### src/rtl/regbank_access_ctrl.sv
// regbank_access_ctrl
//   Initiator-side controller for a 32x32 register bank. It accepts one
//   operand-fetch / write-back request at a time from decode. For each request
//   it issues a one-cycle read strobe, captures the RS/RT data and offers the
//   operands to execute. If the request needs write-back, it then waits for
//   the result and issues a one-cycle write strobe to RD.
//
//   Handshakes: a transfer happens on a rising clock edge where valid and ready
//   are both high. A valid that the controller does not accept is not held
//   over. The controller keeps op_valid, op_a and op_b stable until op_ready
//   is seen. req_ready and wb_ready do not depend on the partner's valid.
//
//   Ports
//     clock, reset        rising-edge clock, synchronous active-high reset
//     req_*               decode request (rs, rt, rd, wb flag) with valid/ready
//     op_*                operands to execute with valid/ready
//     wb_*                write-back result from execute with valid/ready
//     rb_*                register bank addresses, strobes, write data, read data
//     retired_count       completed transactions, wraps at 2^CNT_WIDTH
//     fsm_state           current controller state, for observation only
//
//   Every output is a flop. The bank therefore sees strobes and addresses
//   with no combinational path from the request side.
module regbank_access_ctrl #(
  parameter int ZERO_REG_EN = 1,
  parameter int CNT_WIDTH   = 16
) (
  input  logic                 clock,
  input  logic                 reset,
  input  logic                 req_valid,
  output logic                 req_ready,
  input  logic [4:0]           req_rs,
  input  logic [4:0]           req_rt,
  input  logic [4:0]           req_rd,
  input  logic                 req_wb,
  output logic                 op_valid,
  input  logic                 op_ready,
  output logic [31:0]          op_a,
  output logic [31:0]          op_b,
  input  logic                 wb_valid,
  output logic                 wb_ready,
  input  logic [31:0]          wb_data,
  output logic [4:0]           rb_rs,
  output logic [4:0]           rb_rt,
  output logic [4:0]           rb_rd,
  output logic                 rb_read_reg,
  output logic                 rb_write_reg,
  output logic [31:0]          rb_write_data,
  input  logic [31:0]          rb_data_1,
  input  logic [31:0]          rb_data_2,
  output logic [CNT_WIDTH-1:0] retired_count,
  output logic [2:0]           fsm_state
);

  localparam bit ZERO_EN = (ZERO_REG_EN != 0);

  typedef enum logic [2:0] {
    IDLE    = 3'd0,
    READ    = 3'd1,
    DELIVER = 3'd2,
    WB_WAIT = 3'd3,
    WRITE   = 3'd4
  } state_t;

  state_t               state, state_nxt;
  logic                 wb_flag, wb_flag_nxt;
  logic                 req_ready_nxt;
  logic                 op_valid_nxt;
  logic [31:0]          op_a_nxt, op_b_nxt;
  logic                 wb_ready_nxt;
  logic [4:0]           rb_rs_nxt, rb_rt_nxt, rb_rd_nxt;
  logic                 rb_read_reg_nxt, rb_write_reg_nxt;
  logic [31:0]          rb_write_data_nxt;
  logic [CNT_WIDTH-1:0] retired_count_nxt;

  assign fsm_state = state;

  always_comb begin
    state_nxt         = state;
    wb_flag_nxt       = wb_flag;
    req_ready_nxt     = req_ready;
    op_valid_nxt      = op_valid;
    op_a_nxt          = op_a;
    op_b_nxt          = op_b;
    wb_ready_nxt      = wb_ready;
    rb_rs_nxt         = rb_rs;
    rb_rt_nxt         = rb_rt;
    rb_rd_nxt         = rb_rd;
    rb_read_reg_nxt   = 1'b0;
    rb_write_reg_nxt  = 1'b0;
    rb_write_data_nxt = rb_write_data;
    retired_count_nxt = retired_count;

    case (state)
      IDLE: begin
        if (req_valid) begin
          // Addresses are latched only here, so they stay stable for the whole transaction.
          rb_rs_nxt       = req_rs;
          rb_rt_nxt       = req_rt;
          rb_rd_nxt       = req_rd;
          wb_flag_nxt     = req_wb;
          req_ready_nxt   = 1'b0;
          rb_read_reg_nxt = 1'b1;
          state_nxt       = READ;
        end
      end

      READ: begin
        // The bank data belongs to the addresses presented during this strobe cycle.
        op_a_nxt     = (ZERO_EN && rb_rs == 5'd0) ? 32'd0 : rb_data_1;
        op_b_nxt     = (ZERO_EN && rb_rt == 5'd0) ? 32'd0 : rb_data_2;
        op_valid_nxt = 1'b1;
        state_nxt    = DELIVER;
      end

      DELIVER: begin
        if (op_ready) begin
          op_valid_nxt = 1'b0;
          if (wb_flag) begin
            wb_ready_nxt = 1'b1;
            state_nxt    = WB_WAIT;
          end else begin
            req_ready_nxt     = 1'b1;
            retired_count_nxt = retired_count + CNT_WIDTH'(1);
            state_nxt         = IDLE;
          end
        end
      end

      WB_WAIT: begin
        if (wb_valid) begin
          rb_write_data_nxt = wb_data;
          wb_ready_nxt      = 1'b0;
          if (ZERO_EN && rb_rd == 5'd0) begin
            // Register 0 is read-only. The result is dropped, but the transaction still retires.
            req_ready_nxt     = 1'b1;
            retired_count_nxt = retired_count + CNT_WIDTH'(1);
            state_nxt         = IDLE;
          end else begin
            rb_write_reg_nxt = 1'b1;
            state_nxt        = WRITE;
          end
        end
      end

      WRITE: begin
        req_ready_nxt     = 1'b1;
        retired_count_nxt = retired_count + CNT_WIDTH'(1);
        state_nxt         = IDLE;
      end

      default: begin
        req_ready_nxt = 1'b1;
        op_valid_nxt  = 1'b0;
        wb_ready_nxt  = 1'b0;
        state_nxt     = IDLE;
      end
    endcase
  end

  always_ff @(posedge clock) begin
    if (reset) begin
      state         <= IDLE;
      wb_flag       <= 1'b0;
      req_ready     <= 1'b1;
      op_valid      <= 1'b0;
      op_a          <= 32'd0;
      op_b          <= 32'd0;
      wb_ready      <= 1'b0;
      rb_rs         <= 5'd0;
      rb_rt         <= 5'd0;
      rb_rd         <= 5'd0;
      rb_read_reg   <= 1'b0;
      rb_write_reg  <= 1'b0;
      rb_write_data <= 32'd0;
      retired_count <= '0;
    end else begin
      state         <= state_nxt;
      wb_flag       <= wb_flag_nxt;
      req_ready     <= req_ready_nxt;
      op_valid      <= op_valid_nxt;
      op_a          <= op_a_nxt;
      op_b          <= op_b_nxt;
      wb_ready      <= wb_ready_nxt;
      rb_rs         <= rb_rs_nxt;
      rb_rt         <= rb_rt_nxt;
      rb_rd         <= rb_rd_nxt;
      rb_read_reg   <= rb_read_reg_nxt;
      rb_write_reg  <= rb_write_reg_nxt;
      rb_write_data <= rb_write_data_nxt;
      retired_count <= retired_count_nxt;
    end
  end

endmodule

### config.mk
export PLATFORM = sky130hd
export DESIGN_NAME = regbank_access_ctrl
export DESIGN_NICKNAME = d
export VERILOG_FILES = /design/src/rtl/regbank_access_ctrl.sv
export SDC_FILE = /design/constraint.sdc
export NUM_CORES = 1
export LEC_CHECK = 0
export ABC_AREA = 1
export BUFFER_PORTS_ARGS = -buffer_cell sky130_fd_sc_hd__buf_2
export CAP_MARGIN = 20
export CELL_PAD_IN_SITES_DETAIL_PLACEMENT = 0
export CELL_PAD_IN_SITES_GLOBAL_PLACEMENT = 1
export CORE_MARGIN = 2
export CORE_UTILIZATION = 30
export CTS_CLUSTER_SIZE = 28
export DETAILED_ROUTE_END_ITERATION = 16
export PLACE_DENSITY_LB_ADDON = 0.08
export SLEW_MARGIN = 20
export SYNTH_ARGS = -nofsm -noshare
export SYNTH_HDL_FRONTEND = slang
export SYNTH_SLANG_ARGS = --single-unit
export TNS_END_PERCENT = 5
### constraint.sdc
create_clock -name clock -period 3 [get_ports clock]
set_input_delay 0.45 -clock clock [delete_from_list [all_inputs] [get_ports clock]]
set_output_delay 0.45 -clock clock [all_outputs]
set_load 0.02 [all_outputs]
==> reports/results.ini <==
[clock_network]
cts_setup_buffers = 0
post_cts_resized = 0
cts_tree = done
htreeDepth = 4
clk_pin_slew_ns = 0.06
cts.sinks = 136
cts_buffers = 17
cts-root-buf = clkbuf_16
postCtsHoldBufs = 0
cts_buffer_depth = 2
clk_latency_ns = 0.42

[flow_run]
cap_violations = 0

[setup_path]
cp.required_ns = 3.28
crit_fanout = 22
crit_slowest_cell = nand2_1
crit_buf_inv = 1
arrival_ns = 2.22
critPathLaunchType = flip-flop
slowest_delay_ns = 0.46
r2r_setup_slack_ns = 1.06
crit_family = simple AND/OR/NAND/NOR gates
crit_top_cell = nand2_1
worstSetupEndpointType = flip-flop
path_cells = nor2_1 > nand2_1 > inv_1 > nand2_1 > o21ai_0 > a21oi_1
path_class = flip-flop to flip-flop

[place]
pre_cts_ws_ns = 1.043
portBuffers = 251
gp_congestion = 0.8359
dpl.hpwl_mm = 12.17

[grt]
grt_pass1_wl_mm = 26.22
grt_pass1_vias = 5218
antenna_found_initial = 1
grt-ovfl-total = 0
grt_max_degree = 69
grt_util_all_layers_pct = 17.82

[timing]
fmax_mhz = 515.0
rsz0062_at_grt = false
setup-tns-final_ns = 0
slew_headroom_pct = 54.08
worstMarginPinSlew_ns = 0.6888
period_share_pct = 64.73
report.final.slew_viol_count = 0
setup_viol = 0
post-route-min-period_ns = 1.942
setup_ws_ns = 1.058
final-hold-violation-count = 0
finClkSkew_ns = 0.009040

[power]
p_leak_uw = 0.003398
power_density_nw_per_um2 = 810.8
vdd_drop_max_mv = 0.4397
p_int_uw = 3985
pwr-share-seq_pct = 36.9
p_sw_share_pct = 33.58
p_switching_uw = 2015
combPwrFrac_pct = 25.3
clock_power_share_pct = 37.8

[outcome]
outcome = finished, final reports clean

[yosys]
ys_ff_latch = 136
yosysTopAreaCell = dfxtp_1
ys_seq_area_share_pct = 51.04
synthesis.nets = 830
synth_enable_flop_cells = 0
ys.warnings.count = 0
synth.distinct_cells = 26
async_flop_share_pct = 0
synth_area_um2 = 5334
synth_top_area_share_pct = 51.04
synth_area_leaders = dfxtp_1 (51%), nand2_1 (13%), a21oi_1 (12%), o21ai_0 (6.8%), nand3_1 (5.5%)
syn_avg_cell_area_um2 = 7.491
synthFlopType = dfxtp_1
postSynthCellCount = 712

[floorplan]
io_pins = 252
die_y_um = 137.3
die_x_um = 137.3
start_util_pct = 30.73
core_um2 = 17360
row_count = 48
dieArea_um2 = 18860

[detailed_routing]
via_count = 5615
drc = 0
routed_wl_mm = 17.16
ant_nets = 0
firstDrtPassIters = 4
met2_length_mm = 8.523
vias_per_cell = 4.746
wl_met3_mm = 1.515
dr.max_layer_used = met4
first_iter_violations = 199
m1WireLength_mm = 6.804
wl_per_cell_um = 14.51

[layout]
syn_to_final_growth_pct = 38.75
drive_gt1_share_pct = 31.24
n_fill_cell = 1833
reg_top3 = op_a: 32 flops, op_b: 32 flops, rb_write_data: 32 flops
nNetsFinal = 1059

[worst_hold_path]
hold_path.class = primary input to flip-flop

## through the flow
stage | power (uW) | utilization, % | hold slack [ns] | cells | cell area (um^2)
2_1_floorplan | 3236 | - | 0.4503 | 712 | 5334
3_3_place_gp | 3753 | 38.86 | 0.4465 | 1147 | 6745
3_5_place_dp | 3788 | 38.86 | 0.4520 | 1147 | 6745
4_1_cts | 6081 | 42.58 | 0.2496 | 1179 | 7391
5_1_grt | 6350 | 42.60 | 0.2651 | 1180 | 7393
6_report | 6000 | 42.64 | 0.2717 | 1183 | 7401
## Yosys cell counts, types with 5 or more instances
cell type,instances
o21ai_0,73
dfxtp_1,136
inv_1,21
nand2_1,187
nand3_1,59
xor2_1,5
a21oi_1,130
clkbuf_1,40
nand4_1,6
buf_2,6
nor2_1,28
## layout make-up
class | instances | area (um^2) | share of cell area, %
sequential | 136 | 2723 | 36.79
multi-input combinational | 503 | 2318 | 31.33
timing repair buffer | 260 | 1336 | 18.06
clock buffer | 19 | 452.9 | 6.120
tap | 225 | 281.5 | 3.804
clock inverter | 13 | 192.7 | 2.604
inverter | 23 | 86.33 | 1.167
antenna | 4 | 10.01 | 0.1352
## worst paths after layout
kind | from | endpoint | depth (start not counted)
worst max-delay path | fsm_state[1]$_SDFFE_PP0P_ | rb_rs[4]$_SDFFE_PP0P_ | 6
worst min-delay path | rb_data_2[25] | op_b[25]$_SDFFE_PP0P_ | 3
worst max register to register | fsm_state[1]$_SDFFE_PP0P_ | rb_rs[4]$_SDFFE_PP0P_ | 6
worst min register to register | rb_write_data[6]$_SDFFE_PP0P_ | rb_write_data[6]$_SDFFE_PP0P_ | 2
## cells by family after synthesis
| family | after synthesis | synth area share, % |
|---|---|---|
| buffers and inverters | 73 | 5.489 |
| adders and majority gates | 1 | 0.2345 |
| AOI/OAI and AO/OA | 206 | 19.42 |
| and+or+nand+nor | 289 | 22.66 |
| xor gates and xnor gates | 7 | 1.149 |
| DFF | 136 | 51.04 |
## placed cells by master, fill, tap and decap left out
cell	instances
a21oi_1	130
a31oi_1	2
buf_12	1
buf_2	251
buf_4	8
bufinv_16	4
clkbuf_16	17
clkbuf_8	2
clkinv_1	1
clkinv_2	1
clkinv_4	4
clkinvlp_4	2
dfxtp_1	136
diode_2	4
ha_1	1
inv_1	20
inv_2	2
inv_6	2
nand2_1	187
nand2_2	1
nand3_1	59
nand3_2	1
nand3b_1	1
nand4_1	6
nor2_1	28
nor2_4	2
nor3_1	2
nor4_1	2
o21ai_0	73
o31ai_1	1
xnor2_1	2
xor2_1	5
## power by group through the flow
| stage | sequential, uW | combinational [uW] | clock [uW] |
|---|---|---|---|
| detailed placement | 2250 | 1540 | 0 |
| global route | 2250 | 1690 | 2410 |
| CTS | 2220 | 1540 | 2320 |
| finish | 2220 | 1520 | 2270 |
| global placement | 2240 | 1510 | 0 |
| floorplan | 2570 | 670 | 0 |
## layer usage
metal	global-route usage (%)	vias to the layer above
li1	-	2850
met1	20.57	2555
met2	29.10	186
met3	7.064	24
met4	7.904	0
met5	0	-
## worst reg2reg max path, stage by stage (launching register included)
cell	delay (ns)
dfxtp_1	0.39
nor2_1	0.15
nand2_1	0.12
inv_1	0.27
nand2_1	0.47
o21ai_0	0.34
a21oi_1	0.07
Power figures use the tool's default switching activity.
